==> config.mk <==
export PLATFORM = sky130hd
export DESIGN_NAME = raw_block_ram_reader_flat
export DESIGN_NICKNAME = d
export VERILOG_FILES = /design/src/rtl/raw_block_ram_reader_if.sv /design/src/rtl/raw_block_ram_reader.sv /design/src/flat_wrapper.sv
export SDC_FILE = /design/constraint.sdc
export NUM_CORES = 1
export LEC_CHECK = 0
export BUFFER_PORTS_ARGS = -buffer_cell sky130_fd_sc_hd__buf_4
export CELL_PAD_IN_SITES_DETAIL_PLACEMENT = 0
export CELL_PAD_IN_SITES_GLOBAL_PLACEMENT = 1
export CORE_MARGIN = 5
export CORE_UTILIZATION = 39
export DETAILED_ROUTE_END_ITERATION = 10
export PLACE_DENSITY = 0.73
export SETUP_SLACK_MARGIN = 0.02
export SKIP_LAST_GASP = 1
export SLEW_MARGIN = 40
export SYNTH_ARGS = -nofsm -noshare
export SYNTH_HDL_FRONTEND = slang
export SYNTH_SLANG_ARGS = --single-unit
==> constraint.sdc <==
create_clock -name clk -period 2.3 [get_ports clk]
set_input_delay 0.23 -clock clk [delete_from_list [all_inputs] [get_ports clk]]
set_output_delay 0.23 -clock clk [all_outputs]
set_load 0.05 [all_outputs]
==> src/rtl/raw_block_ram_reader_if.sv <==
// Bundles the raw RAM read port and the outgoing word stream of the block RAM reader.
// master = reader side, slave = RAM plus stream consumer side.
interface raw_block_ram_reader_if #(
  parameter int abits  = 8,
  parameter int dbytes = 4,
  parameter int blen   = 8
);
  localparam int dbits = dbytes * blen;

  logic [dbytes-1:0] ram_we;
  logic [abits-1:0]  ram_addr;
  logic [dbits-1:0]  ram_rdata;
  logic              out_valid;
  logic              out_ready;
  logic [dbits-1:0]  out_data;
  logic              out_last;

  modport master (
    output ram_we, ram_addr, out_valid, out_data, out_last,
    input  ram_rdata, out_ready
  );

  modport slave (
    input  ram_we, ram_addr, out_valid, out_data, out_last,
    output ram_rdata, out_ready
  );
endinterface

==> src/rtl/raw_block_ram_reader.sv <==
// Streams `count` consecutive RAM words from `base_addr` onto a valid/ready stream.
// state   | meaning
// IDLE    | waiting for start
// RUN     | issuing reads and draining the 3-entry FIFO
// FINISH  | one-cycle done pulse, start ignored
module raw_block_ram_reader #(
  parameter int abits  = 8,
  parameter int dbytes = 4,
  parameter int blen   = 8
) (
  input  logic                  clk,
  input  logic                  rst_n,
  input  logic                  start,
  input  logic [abits-1:0]      base_addr,
  input  logic [abits:0]        count,
  output logic                  busy,
  output logic                  done,
  raw_block_ram_reader_if.master bus
);
  localparam int dbits = dbytes * blen;
  localparam logic [abits-1:0] ADDR_ONE = 1;
  localparam logic [abits:0]   CNT_ONE  = 1;

  typedef enum logic [1:0] {S_IDLE, S_RUN, S_FINISH} state_t;

  state_t            state_q, state_d;
  logic [abits-1:0]  addr_q, addr_d;
  logic [abits:0]    iss_cnt_q, iss_cnt_d;
  logic [abits:0]    dlv_cnt_q, dlv_cnt_d;
  logic              pend_q, pend_d;
  logic              pend_last_q, pend_last_d;
  logic [dbits-1:0]  fifo_data_q [3];
  logic [dbits-1:0]  fifo_data_d [3];
  logic [2:0]        fifo_last_q, fifo_last_d;
  logic [1:0]        wr_ptr_q, wr_ptr_d;
  logic [1:0]        rd_ptr_q, rd_ptr_d;
  logic [1:0]        fifo_cnt_q, fifo_cnt_d;
  logic              busy_q, busy_d;
  logic              done_q, done_d;

  logic       issue;
  logic       push;
  logic       pop;
  logic [2:0] fill;

  always_comb begin
    state_d     = state_q;
    addr_d      = addr_q;
    iss_cnt_d   = iss_cnt_q;
    dlv_cnt_d   = dlv_cnt_q;
    fifo_data_d = fifo_data_q;
    fifo_last_d = fifo_last_q;
    wr_ptr_d    = wr_ptr_q;
    rd_ptr_d    = rd_ptr_q;

    // The in-flight read is counted so a word arriving next cycle always has a slot.
    fill  = 3'(fifo_cnt_q) + 3'(pend_q);
    issue = (state_q == S_RUN) && (iss_cnt_q != '0) && (fill <= 3'd2);
    push  = pend_q;
    pop   = (fifo_cnt_q != '0) && bus.out_ready;

    pend_d      = issue;
    pend_last_d = issue && (iss_cnt_q == CNT_ONE);

    case (state_q)
      S_IDLE: begin
        if (start) begin
          addr_d    = base_addr;
          iss_cnt_d = count;
          dlv_cnt_d = count;
          state_d   = (count == '0) ? S_FINISH : S_RUN;
        end
      end
      S_RUN: begin
        if (issue) begin
          addr_d    = addr_q + ADDR_ONE;
          iss_cnt_d = iss_cnt_q - CNT_ONE;
        end
        if (pop) begin
          dlv_cnt_d = dlv_cnt_q - CNT_ONE;
          if (dlv_cnt_q == CNT_ONE) state_d = S_FINISH;
        end
      end
      S_FINISH: state_d = S_IDLE;
      default:  state_d = S_IDLE;
    endcase

    if (push) begin
      fifo_data_d[wr_ptr_q] = bus.ram_rdata;
      fifo_last_d[wr_ptr_q] = pend_last_q;
      wr_ptr_d = (wr_ptr_q == 2'd2) ? 2'd0 : wr_ptr_q + 2'd1;
    end
    if (pop) rd_ptr_d = (rd_ptr_q == 2'd2) ? 2'd0 : rd_ptr_q + 2'd1;
    fifo_cnt_d = fifo_cnt_q + 2'(push) - 2'(pop);

    busy_d = (state_d == S_RUN);
    done_d = (state_d == S_FINISH);
  end

  always_ff @(posedge clk or negedge rst_n) begin
    if (!rst_n) begin
      state_q     <= S_IDLE;
      addr_q      <= '0;
      iss_cnt_q   <= '0;
      dlv_cnt_q   <= '0;
      pend_q      <= 1'b0;
      pend_last_q <= 1'b0;
      for (int i = 0; i < 3; i++) fifo_data_q[i] <= '0;
      fifo_last_q <= '0;
      wr_ptr_q    <= '0;
      rd_ptr_q    <= '0;
      fifo_cnt_q  <= '0;
      busy_q      <= 1'b0;
      done_q      <= 1'b0;
    end else begin
      state_q     <= state_d;
      addr_q      <= addr_d;
      iss_cnt_q   <= iss_cnt_d;
      dlv_cnt_q   <= dlv_cnt_d;
      pend_q      <= pend_d;
      pend_last_q <= pend_last_d;
      fifo_data_q <= fifo_data_d;
      fifo_last_q <= fifo_last_d;
      wr_ptr_q    <= wr_ptr_d;
      rd_ptr_q    <= rd_ptr_d;
      fifo_cnt_q  <= fifo_cnt_d;
      busy_q      <= busy_d;
      done_q      <= done_d;
    end
  end

  assign busy          = busy_q;
  assign done          = done_q;
  assign bus.ram_we    = '0;
  assign bus.ram_addr  = addr_q;
  assign bus.out_valid = (fifo_cnt_q != '0);
  assign bus.out_data  = fifo_data_q[rd_ptr_q];
  assign bus.out_last  = fifo_last_q[rd_ptr_q];
endmodule

==> src/flat_wrapper.sv <==
// flat-port wrapper written by rule: the top's interface ports become plain ports
module raw_block_ram_reader_flat 
#(
  parameter int abits  = 8,
  parameter int dbytes = 4,
  parameter int blen   = 8
)
  (clk, rst_n, start, base_addr, count, busy, done, bus_ram_we, bus_ram_addr, bus_out_valid, bus_out_data, bus_out_last, bus_ram_rdata, bus_out_ready);
  raw_block_ram_reader_if #(.abits(abits), .dbytes(dbytes), .blen(blen)) bus_i ();
  input  logic clk;
  input  logic rst_n;
  input  logic start;
  input  logic [abits-1:0] base_addr;
  input  logic [abits:0] count;
  output logic busy;
  output logic done;
  output wire logic [$bits(bus_i.ram_we)-1:0] bus_ram_we;
  output wire logic [$bits(bus_i.ram_addr)-1:0] bus_ram_addr;
  output wire logic [$bits(bus_i.out_valid)-1:0] bus_out_valid;
  output wire logic [$bits(bus_i.out_data)-1:0] bus_out_data;
  output wire logic [$bits(bus_i.out_last)-1:0] bus_out_last;
  input wire logic [$bits(bus_i.ram_rdata)-1:0] bus_ram_rdata;
  input wire logic [$bits(bus_i.out_ready)-1:0] bus_out_ready;
  assign bus_ram_we = bus_i.ram_we;
  assign bus_ram_addr = bus_i.ram_addr;
  assign bus_out_valid = bus_i.out_valid;
  assign bus_out_data = bus_i.out_data;
  assign bus_out_last = bus_i.out_last;
  assign bus_i.ram_rdata = bus_ram_rdata;
  assign bus_i.out_ready = bus_out_ready;
  raw_block_ram_reader #(.abits(abits), .dbytes(dbytes), .blen(blen)) u_core (.clk(clk), .rst_n(rst_n), .start(start), .base_addr(base_addr), .count(count), .busy(busy), .done(done), .bus(bus_i));
endmodule
## Word-level counts from Yosys, hierarchy flattened

Cells that the tools add are included.

- Register bits: 137
- Output and inout bits: 48
- Word-level logic and storage cells: 81

- Add/subtract/negate cells: 8
- $lt $le $gt $ge: 7
- Equality and inequality tests: 10
- Mux-type cells: 26
- Bitwise gates (word level): 2
- Reduce and logical (&&, ||, !) cells: 13

Operator list:

| kind | number |
|---|---|
| $bwmux W96 | 1 |
| $mux W32 | 3 |
| $bmux W32 S2 | 1 |
| $demux W32 S2 | 1 |
| $pmux W9 S2 | 2 |
| $mux W9 | 3 |
| $eq A9 B1 Y1 const B | 2 |
| $sub A9 B1 Y9 const B | 2 |
| $mux W8 | 2 |
| $pmux W8 S2 | 1 |
| $mux W2 | 6 |
| $logic_not A9 Y1 | 1 |
| $reduce_bool A9 Y1 | 1 |
| $add A8 B1 Y8 const B | 1 |
| $eq A2 B2 Y1 const B | 3 |
| $ge A3 B3 Y1 const B | 2 |
| $logic_and A1 B1 Y1 | 6 |
| $lt A2 B3 Y1 const B | 2 |
| $not A2 Y3 | 2 |
| $reduce_and A3 Y1 | 2 |
| $add A2 B1 Y2 const B | 2 |
| $eq A2 B1 Y1 const B | 2 |
| $ne A2 B1 Y1 const B | 2 |
| $pmux W2 S2 | 1 |
| other kinds (13) | 15 |

## Logic depth before layout (Yosys ltp)

Gate-level depths: netlist (run 1).

- Depth after elaboration: 6
- Depth in mapped cells: 9
- Mapped depth without buffers: 9

## Least setup slack after synthesis (run 1)

OpenSTA, ideal clock, no wires.

- Path type: register to output
- Start point: register u_core.rd_ptr_q[0]
- End point: output port bus_out_data[10]
- Arrival time: 1.851 ns
- Data required time: 2.070 ns
- Slack: 0.219 ns
- Stages on the path, launching flop included: 5
- Buffers on the path: 2
- Cell sequence: dfrtp_1 > buf_2 > buf_1 > mux2i_1 > o21ai_1

- Word-level cells in the longest chain between the ends: 4

RTL lines:

| item | line | RTL |
|---|---|---|
| start, declared | raw_block_ram_reader.sv:36 | `logic [1:0] rd_ptr_q, rd_ptr_d;` |
| start signal, assigned | raw_block_ram_reader.sv:125 | `rd_ptr_q <= rd_ptr_d;` |
| $not A2 Y3 (not written as such) | raw_block_ram_reader.sv:137 | `assign bus.out_data = fifo_data_q[rd_ptr_q];` |
| $bmux W32 S2 | raw_block_ram_reader.sv:137 |  |
| $mux W32 (not written as such) (2 in a row) | raw_block_ram_reader.sv:137 |  |
| end, declared | flat_wrapper.sv:20 | `output wire logic [$bits(bus_i.out_data)-1:0] bus_out_data;` |

Every way passes these cells. The select of a mux whose other input is x is not followed.

## Worst setup path after layout (run 1)

- Start point: register u_core.rd_ptr_q[0]
- End point: output port bus_out_data[1]

Same word-level chain as after synthesis.

==> results.ini, run 1 <==
[grt]
first_global_vias=5123
grt-ovfl-total=0
globalRouteTotalUtil=0.168
grt_max_degree=55
grt_pass1_wl_um=26500
antenna_found_initial=0

[placement]
pre_cts_ws_ns=0.168
placed_cell_area_sq_mm=0.00766
port_buffers=96
gp_congestion=0.827
dp_hpwl_um=11000

[drt]
routedWlPerCell_um=17.4
vias=4850
wl_um=16000
drt_first_pass_iters=4
drc=0
drt_iter0_markers=271
drt.antenna.violating_nets=0
via_per_inst=5.29

[yosys]
ys_seq_area_frac=0.521
async_reset_ff_frac=1.00
synth-edff-count=0
synth.area.top_cells=dfrtp_1 (52%), mux2_1 (16%), mux2i_1 (5.2%)
ys_ff_latch=137
synthFlopType=dfrtp_1
syn_area_per_cell_sq_um=11.4
syn_area_sq_mm=0.00658
synthDistinctLibCells=59
yosysWarnings=0
synth_top_area_share=0.521
netlist_instances=579
yosysTopAreaCell=dfrtp_1

[hold_path]
hp-start=bus_ram_rdata[20]
min_path_cells=2
hold_class=input port to register
holdPathEnd=u_core.fifo_data_q[52]

[clock_network]
clk_pin_slew_ns=0.06
clock_path_buffers=2
clock_sinks=137
cts_tree=done
cts-htree-levels=4
root_buffer=clkbuf_16
clkLatencyLatePin_ns=0.41
numCtsBuffers=17

[timing]
skew_ns=0.00741
fmax_mhz=471
slew_violations=0
finalSetupViolations=0
finalHoldWorstSlack_ns=0.0474
fin_ws_ns=0.175
rsz0062_at_grt=false
fin_tns_setup_ns=0
hold_viol=0
finalCritPeriodShare=0.924
period_needed_ns=2.12

[final_layout]
drive_above_1_share=0.240
nets=747
fin_area_sq_mm=0.00832
finish.utilization=0.502
syn_to_final_growth_pct=26.4
antenna_cells=0

[status]
status=finished, final reports clean

[job]
maxCapViolCount=0

[power]
comb_power_share=0.495
power_frac_seq=0.304
swShare=0.432
ir_drop_mv=0.823
power_leakage_nw=3.67
p_sw_mw=6.33
internal_power_mw=8.31
p_clk_frac=0.201
power_density_mw_per_mm2=1760

[floorplanning]
fp.dieW_um=140
core_sq_mm=0.0166
die_area_sq_mm=0.0196
ioPinCount=101
die_y_um=140
start_util=0.397
rows=47

[critical_path]
max_stage_delay_ns=0.62
rrSetupSlack_ns=0.22
cp.required_ns=2.07
cp_num_buf_inv=2
r2r_start=u_core.pend_q
critPathKind=register to output pin
ff2ff_path_depth=7
crit_chain=nor2b_2 -> buf_12 -> nand2_1 -> o21ai_1 -> buf_4
endpoint_kind=output pin
critPathSlowestCell=dfrtp_4
crit_family=flip-flops
cp_max_fo=25
r2r_end=u_core.iss_cnt_q[2]
startpoint_type=register
path_depth=5
cp.arrival_ns=1.89

[through the flow]
step           power (mW)  cells
2_1_floorplan        9.49    582
3_3_place_gp         11.5    884
3_5_place_dp         11.8    884
4_1_cts              14.8    916
5_1_grt              15.5    916
6_report             14.6    916
[sequential cells by signal, indices dropped and copies added, names as in the netlist]
register	count
u_core.pend_q	1
u_core.fifo_cnt_q	2
u_core.dlv_cnt_q	9
u_core.rd_ptr_q	2
u_core.done	1
u_core.wr_ptr_q	2
u_core.bus.ram_addr	8
u_core.fifo_last_q	3
u_core.state_q	2
u_core.pend_last_q	1
u_core.iss_cnt_q	9
u_core.fifo_data_q	96
u_core.busy	1
[metal layers]
layer / part of all wire / vias up / wire length [um] / global-route usage
li1: - / 2285 / - / -
met2: 0.51 / 113 / 8200 / 0.291
met5: 0 / - / 0 / 0
met1: 0.43 / 2435 / 6900 / 0.210
met4: 0.013 / 0 / 201 / 0.0495
met3: 0.042 / 17 / 679 / 0.0399
[what timing repair did]
action / in CTS / in global routing
setup endpoints to repair: 0 / 7
setup buffers: 0 / 0
hold endpoints to repair: 51 / 0
gates resized for setup: 0 / 3
hold buffers: 1 / 0
[cells in the final DEF (no fill, tap or decap), types with 4 or more instances in the layout]
cell and n:
mux2_1 96, bufinv_16 5, ha_1 10, conb_1 4, inv_1 9, o22a_1 4
a211oi_1 4, o21ai_1 47, buf_4 111, dfrtp_1 136, buf_12 4, nor3_1 9
o21ai_0 6, a21oi_1 23, nor2b_1 5, clkinv_2 4, nor2_1 34, nand3_1 9
a22oi_1 4, mux2i_1 34, clkbuf_16 17, nand2_1 46
[kinds of logic after synthesis]
kind of cell             share of synthesized area
AO/OA/AOI/OAI                                0.103
XOR/XNOR                                   0.00266
adder cells (fa/ha/maj)                     0.0190
buffers and inverters                       0.0302
flip-flops                                   0.521
multiplexers                                 0.221
other                                     0.000570
AND/OR/NAND/NOR                              0.102
[layout make-up]
class | instances | area (sq um)
flip-flops and latches | 137 | 3430
clock inverters | 9 | 170
repair buffers | 117 | 935
fillers | 1493 | 8260
clock buffers | 22 | 464
well taps | 220 | 275
inverters | 13 | 51.3
multi-input cells | 398 | 2990
[worst max path at each step]
stage,from,endpoint,slack [ns]
after floorplan,u_core.rd_ptr_q[0],bus_out_data[10],0.22
after global placement,u_core.pend_q,u_core.bus.ram_addr[1],0.21
after detailed placement,u_core.pend_q,u_core.bus.ram_addr[1],0.17
after CTS,u_core.rd_ptr_q[0],bus_out_data[26],0.07
after global routing,u_core.rd_ptr_q[0],bus_out_data[1],0.08
final,u_core.rd_ptr_q[0],bus_out_data[1],0.18
[power by group through the flow]
stage | Clock [mW] | Combinational, mW | Sequential [mW]
4_1_cts | 3.01 | 7.29 | 4.45
3_5_place_dp | 0 | 7.27 | 4.49
6_report | 2.94 | 7.24 | 4.46
5_1_grt | 3.11 | 7.79 | 4.62
3_3_place_gp | 0 | 7.12 | 4.39
2_1_floorplan | 0 | 5.06 | 4.43
[Yosys cell counts, types with 3 or more instances]
master,count
dfrtp_1,137
mux2_1,96
o21ai_1,47
nand2_1,46
mux2i_1,34
nor2_1,34
a21oi_1,23
clkbuf_1,23
ha_1,10
nand3_1,10
inv_1,9
nor3_1,9
nor2b_1,6
o21ai_0,6
a211oi_1,4
a22oi_1,4
buf_2,4
buf_4,4
o22a_1,4
or3_1,4
and3_1,3
buf_1,3
inv_2,3
mux2_2,3
nor3_2,3
nor4_1,3
or4_1,3
Power figures use the tool's default switching activity.
==> run 2: changes to the inputs <==
--- a/config.mk
+++ b/config.mk
@@ -11,7 +11,7 @@
 export CORE_MARGIN = 5
 export CORE_UTILIZATION = 39
 export DETAILED_ROUTE_END_ITERATION = 10
-export PLACE_DENSITY = 0.73
+export PLACE_DENSITY = 0.76
 export SETUP_SLACK_MARGIN = 0.02
 export SKIP_LAST_GASP = 1
 export SLEW_MARGIN = 40
==> constraint.sdc (replaced) <==
create_clock -name clk -period 1.85 [get_ports clk]
set_input_delay 0.185 -clock clk [delete_from_list [all_inputs] [get_ports clk]]
set_output_delay 0.185 -clock clk [all_outputs]
set_load 0.02 [all_outputs]
==> run 2 against run 1 <==
Net effect:
- sequential cell count is the same
- sequential power grew 24%
- setup slack got worse by 0.23 ns
- the run now ends with negative setup slack left
- first-iteration DRC count shrank 14%
- critical path depth is 1 higher
- highest routed layer unchanged
- routed wire length up 11%
- cell count grew 7.2%
==> results.ini, run 2 (synthesis results as in run 1) <==
[timing]
fmax_mhz=524
skew_ns=0.00991  ; +0.00250 ns
rsz0062_at_grt=true
fin_ws_ns=-0.0575  ; -0.233 ns
fin_tns_setup_ns=-0.808  ; -0.808 ns
finalSetupViolations=26  ; +26
slew_violations=0  ; unchanged
hold_viol=0  ; unchanged
finalCritPeriodShare=1.03
period_needed_ns=1.91

[critical_path]
cp_max_fo=8  ; -68%
startpoint_type=register
r2r_end=u_core.iss_cnt_q[7]
rrSetupSlack_ns=-0.04  ; -0.26 ns
endpoint_kind=output pin
ff2ff_path_depth=5  ; -2
critPathKind=register to output pin
cp.required_ns=1.66  ; -0.41 ns
r2r_start=u_core.iss_cnt_q[0]
cp.arrival_ns=1.72  ; -0.17 ns

[clock_network]
root_buffer=clkbuf_16
clock_sinks=137  ; unchanged
clock_path_buffers=2  ; unchanged
clk_pin_slew_ns=0.05  ; about the same
numCtsBuffers=17  ; unchanged
cts-htree-levels=4  ; unchanged
cts_tree=done
clkLatencyLatePin_ns=0.42  ; about the same

[power]
power_density_mw_per_mm2=1950  ; +11%
power_leakage_nw=4.10  ; +12%
ir_drop_mv=0.848  ; +3.0%

[final_layout]
finish.utilization=0.560  ; +0.0585
top_regs=u_core.fifo_data_q x96, u_core.dlv_cnt_q x9, u_core.iss_cnt_q x9
instances_no_fill=982  ; +7.2%
syn_to_final_growth_pct=41.2
largest_reg_flops=96  ; unchanged
final_common_cell=dfrtp_1
final_cell_mix=dfrtp_1 (136), buf_4 (128), mux2_1 (96), o21ai_1 (33)
drive_above_1_share=0.336  ; +0.0960
antenna_cells=0  ; unchanged
largest-register=u_core.fifo_data_q
nets=813  ; +8.8%

[placement]
dp_hpwl_um=11100  ; +0.41%
gp_congestion=0.838  ; +1.3%
port_buffers=96  ; unchanged
dp_cells=905  ; +2.4%

[grt]
grt_pass1_wl_um=27600  ; +4.1%
grt-ovfl-total=0  ; unchanged
grt_max_degree=49  ; -11%
globalRouteTotalUtil=0.174  ; +0.00530
antenna_found_initial=0  ; unchanged
first_global_vias=5477  ; +6.9%

[status]
violations=negative setup slack
status=complete, but fails checks

[hold_path]
holdPathEnd=u_core.fifo_data_q[83]
min_path_cells=2  ; unchanged
hp-start=bus_ram_rdata[19]
hold_class=input port to register

[job]
maxCapViolCount=0  ; unchanged

[drt]
drt.antenna.violating_nets=0  ; unchanged
drt_iter0_markers=232  ; -14%
vias=5206  ; +7.3%
routedWlPerCell_um=18.0  ; +3.2%
drt_first_pass_iters=4  ; unchanged
drc=0  ; unchanged
via_per_inst=5.30  ; +0.13%
wl_um=17700  ; +11%

[floorplanning]
fp.dieW_um=140  ; unchanged
start_util=0.397  ; unchanged
die_area_sq_mm=0.0196  ; unchanged
ioPinCount=101  ; unchanged
rows=47  ; unchanged
core_sq_mm=0.0166  ; unchanged
die_y_um=140  ; unchanged

## run 2: changes by cell type in the layout (fill, tap and decap cells not counted), moves of 4 or more
| cell | change |
|---|---|
| mux2i_2 | +4 |
| buf_4 | +17 |
| mux2i_1 | -4 |
| nand2_2 | +7 |
| o21ai_1 | -14 |
| buf_12 | +4 |
| nand2_4 | +7 |
| ha_1 | -5 |
| clkbuf_16 | +5 |
| dlygate4sd3_1 | +29 |
| buf_6 | +11 |
| nand2_1 | -14 |
| o21ai_2 | +12 |
## run 2: worst max-delay path: stages (launching register included)
cell and delay, ns:
dfrtp_2 0.51, nor2b_4 0.17, buf_12 0.14, clkbuf_16 0.18
nand2_1 0.06, o21ai_1 0.08, buf_4 0.16
## run 2: metal layers
layer / vias up / GRT usage / share of wire
met5: - / 0 / 0
met4: 0 / 0.0556 / 0.022
met3: 28 / 0.0344 / 0.039
met2: 111 / 0.305 / 0.51
met1: 2649 / 0.215 / 0.43
li1: 2418 / - / -
## run 2: repair_timing
action,CTS,global route
gates resized for setup,8,65
pin swaps,4,15
buffers inserted,5,6
setup endpoints to repair,29,49
hold endpoints to repair,117,0
hold buffers,30,0
cloned,0,6
## run 2: where the power goes
group | internal (mW) | switching (mW) | total [mW]
clock network | 2.14 | 1.21 | 3.36
registers | 4.48 | 1.04 | 5.52
logic | 4.56 | 4.68 | 9.24
## run 2: how the worst max path moves through the flow
stage | depth (start not counted) | from | slack [ns] | to
3_3_place_gp | 5 | u_core.iss_cnt_q[0] | -0.01 | u_core.iss_cnt_q[7]
6_report | 6 | u_core.rd_ptr_q[0] | -0.06 | bus_out_data[18]
3_5_place_dp | 7 | u_core.pend_q | -0.06 | u_core.bus.ram_addr[6]
2_1_floorplan | 7 | u_core.pend_q | 0.02 | u_core.bus.ram_addr[0]
5_1_grt | 6 | u_core.rd_ptr_q[0] | -0.12 | bus_out_data[31]
4_1_cts | 5 | u_core.iss_cnt_q[0] | -0.03 | u_core.iss_cnt_q[7]
## run 2: area by class of cell
type | count | area, sq um
clock buffers | 23 | 498
clock inverters | 8 | 92.6
fillers | 1462 | 7290
inverters | 13 | 51.3
multi-input cells | 398 | 3260
flip-flops and latches | 137 | 3430
well taps | 220 | 275
repair buffers | 183 | 1680
## run 2: stage by stage
stage               cell area, sq um  worst slack (ns)  power (mW)  hold WS, ns
floorplan                       6620            0.0170        10.2       -0.111
global placement                7880           -0.0136        13.2        0.138
detailed placement              7880           -0.0559        13.5        0.148
CTS                             8830           -0.0287        17.1      0.00107
global route                    9290            -0.123        19.3      0.00340
finish                          9290           -0.0575        18.1       0.0116
==> run 3: changes to the inputs <==
--- a/config.mk
+++ b/config.mk
@@ -9,9 +9,9 @@
 export CELL_PAD_IN_SITES_DETAIL_PLACEMENT = 0
 export CELL_PAD_IN_SITES_GLOBAL_PLACEMENT = 1
 export CORE_MARGIN = 5
-export CORE_UTILIZATION = 39
+export CORE_UTILIZATION = 40
 export DETAILED_ROUTE_END_ITERATION = 10
-export PLACE_DENSITY = 0.76
+export PLACE_DENSITY = 0.78
 export SETUP_SLACK_MARGIN = 0.02
 export SKIP_LAST_GASP = 1
 export SLEW_MARGIN = 40
==> run 3 against run 2 <==
Net effect:
- the flow still finishes with violations (negative setup slack)
- design area rose by 0.13%
- highest routed layer unchanged
- largest power group unchanged
- global-route usage rose by 0.85 points
- register-to-register slack barely moved
- setup slack improved by 0.0028 ns
- worst hold slack improved by 0.014 ns
- count of clock-buffer cells in the layout did not move
- combinational power rose by 0.8%
- sequential power barely moved
- cell count fell by 0.51%
==> results.ini, run 3 (synthesis results as in run 1) <==
[drt]
wl_um=17600  ; -0.35%
via_per_inst=5.34  ; +0.67%
routedWlPerCell_um=18.0  ; +0.16%
drt_iter0_markers=300  ; +29%
vias=5214  ; +0.15%
drc=0  ; unchanged
drt.antenna.violating_nets=0  ; unchanged
drt_first_pass_iters=4  ; unchanged

[job]
maxCapViolCount=0  ; unchanged

[timing]
finalHoldWorstSlack_ns=0.0256  ; +0.0141 ns
slew_headroom=0.574
slew_violations=0  ; unchanged
finalSetupViolations=10  ; -62%
hold_viol=0  ; unchanged
period_needed_ns=1.90  ; -0.00284 ns
fin_tns_setup_ns=-0.240  ; +0.568 ns
rsz0062_at_grt=true
finalCritPeriodShare=1.03  ; -0.00153
fmax_mhz=525  ; +0.15%
skew_ns=0.00870  ; -0.00120 ns
fin_ws_ns=-0.0546  ; +0.00284 ns
tightest_slew_ns=0.639

[placement]
port_buffers=96  ; unchanged
dp_cells=901  ; -0.44%
pre_cts_ws_ns=-0.0721  ; -0.0163 ns
dp_hpwl_um=11200  ; +1.5%
gp_congestion=0.852  ; +1.7%

[grt]
antenna_found_initial=0  ; unchanged
first_global_vias=5487  ; +0.18%
met2_usage=0.303  ; -0.00222
grt-ovfl-total=0  ; unchanged
busiest_layer=met2
use_met3=0.0452  ; +0.0107
grt.met1_usage=0.235  ; +0.0192
grt_max_degree=84  ; +71%
grt_pass1_wl_um=28600  ; +3.5%
globalRouteTotalUtil=0.182  ; +0.00852

[critical_path]
crit_top_cell=or4_4
crit_chain=or4_4 -> or4_4 -> nor3_4 -> mux2i_1 -> o21ai_1
cp.arrival_ns=2.20  ; +0.48 ns
cp_num_buf_inv=0  ; -3
max_stage_delay_ns=0.54  ; +0.03 ns
rrSetupSlack_ns=-0.05  ; about the same
startpoint_type=register
crit_family=simple AND/OR/NAND/NOR gates
cp.required_ns=2.15  ; +0.49 ns
critPathKind=register to register
critPathSlowestCell=or4_4
cp_max_fo=2  ; -6
endpoint_kind=register

[clock_network]
cts_tree=done
clk_pin_slew_ns=0.06  ; about the same
clock_path_buffers=2  ; unchanged
cts-htree-levels=4  ; unchanged
root_buffer=clkbuf_16
clkLatencyLatePin_ns=0.42  ; about the same
clock_sinks=137  ; unchanged
numCtsBuffers=17  ; unchanged

[final_layout]
largest_reg_flops=96  ; unchanged
final_common_cell=dfrtp_1
final_cell_mix=dfrtp_1 (136), buf_4 (123), mux2_1 (96), nor2_1 (33), o21ai_1 (33)
nets=812  ; -0.12%
antenna_cells=0  ; unchanged
syn_to_final_growth_pct=41.4
largest-register=u_core.fifo_data_q
top_regs=u_core.fifo_data_q x96, u_core.dlv_cnt_q x9, u_core.iss_cnt_q x9
drive_above_1_share=0.331  ; -0.00481
instances_no_fill=977  ; -0.51%
fillers=1326  ; -9.3%

[floorplanning]
die_area_sq_mm=0.0191  ; -2.3%
die_y_um=138  ; -1.2%
fp.dieW_um=138  ; -1.2%
core_sq_mm=0.0160  ; -3.5%
start_util=0.411  ; +0.0145
ioPinCount=101  ; unchanged
rows=46  ; -2.1%

[status]
violations=negative setup slack
status=complete, but fails checks

[power]
power_leakage_nw=4.11  ; +0.13%
total_power_mw=18.2  ; +0.29%
power_density_mw_per_mm2=1950  ; +0.16%
ir_drop_mv=0.846  ; -0.26%

[hold_path]
hold_class=input port to register

-- run 3: power breakdown --
part / internal (mW) / switching, mW / total (mW)
logic: 4.60 / 4.71 / 9.31
registers: 4.48 / 1.03 / 5.51
clock network: 2.14 / 1.21 / 3.35
total: 11.2 / 6.95 / 18.2
-- run 3: what timing repair did --
item                                    CTS  global route
endpoints found under the setup margin   17            44
pin swaps                                 0            20
gates resized for setup                  11            67
hold buffers                             32             0
hold endpoints to repair                208             0
cloned                                    1             5
setup buffers                             2             5
-- run 3: per-layer routing --
metal | wire length (um) | share of wire
met1 | 7560 | 0.43
met5 | 0 | 0
met2 | 8920 | 0.51
met4 | 279 | 0.016
met3 | 869 | 0.049
-- run 3: area by class of cell --
cell class	instances	area [sq um]	area share
Sequential cell	137	3430	0.369
Multi-Input combinational cell	398	3230	0.348
Timing Repair Buffer	182	1740	0.187
Clock buffer	23	458	0.0492
Tap cell	216	270	0.0291
Clock inverter	8	121	0.0130
Inverter	13	51.3	0.00552
-- run 3: metrics by stage --
stage,utilization,instance area [sq um]
finish,0.581,9300
global route,0.581,9300
CTS,0.554,8870
detailed placement,0.493,7890
global placement,0.493,7890
floorplan,-,6620
-- run 3: worst paths after layout --
path / startpoint / cells past startpoint / to
min: bus_ram_rdata[10] / 2 / u_core.fifo_data_q[42]
max reg2reg: u_core.iss_cnt_q[1] / 5 / u_core.iss_cnt_q[7]
max: u_core.iss_cnt_q[1] / 5 / u_core.iss_cnt_q[7]
max in group asynchronous: rst_n / 3 / u_core.pend_last_q
min in group asynchronous: rst_n / 2 / u_core.fifo_data_q[17]
min reg2reg: u_core.fifo_data_q[90] / 1 / u_core.fifo_data_q[90]
-- run 3: worst reg2reg max path: stages (launching register included) --
cell and delay, ns:
dfrtp_1 0.38, or4_4 0.54, or4_4 0.45, nor3_4 0.14, mux2i_1 0.20, o21ai_1 0.07
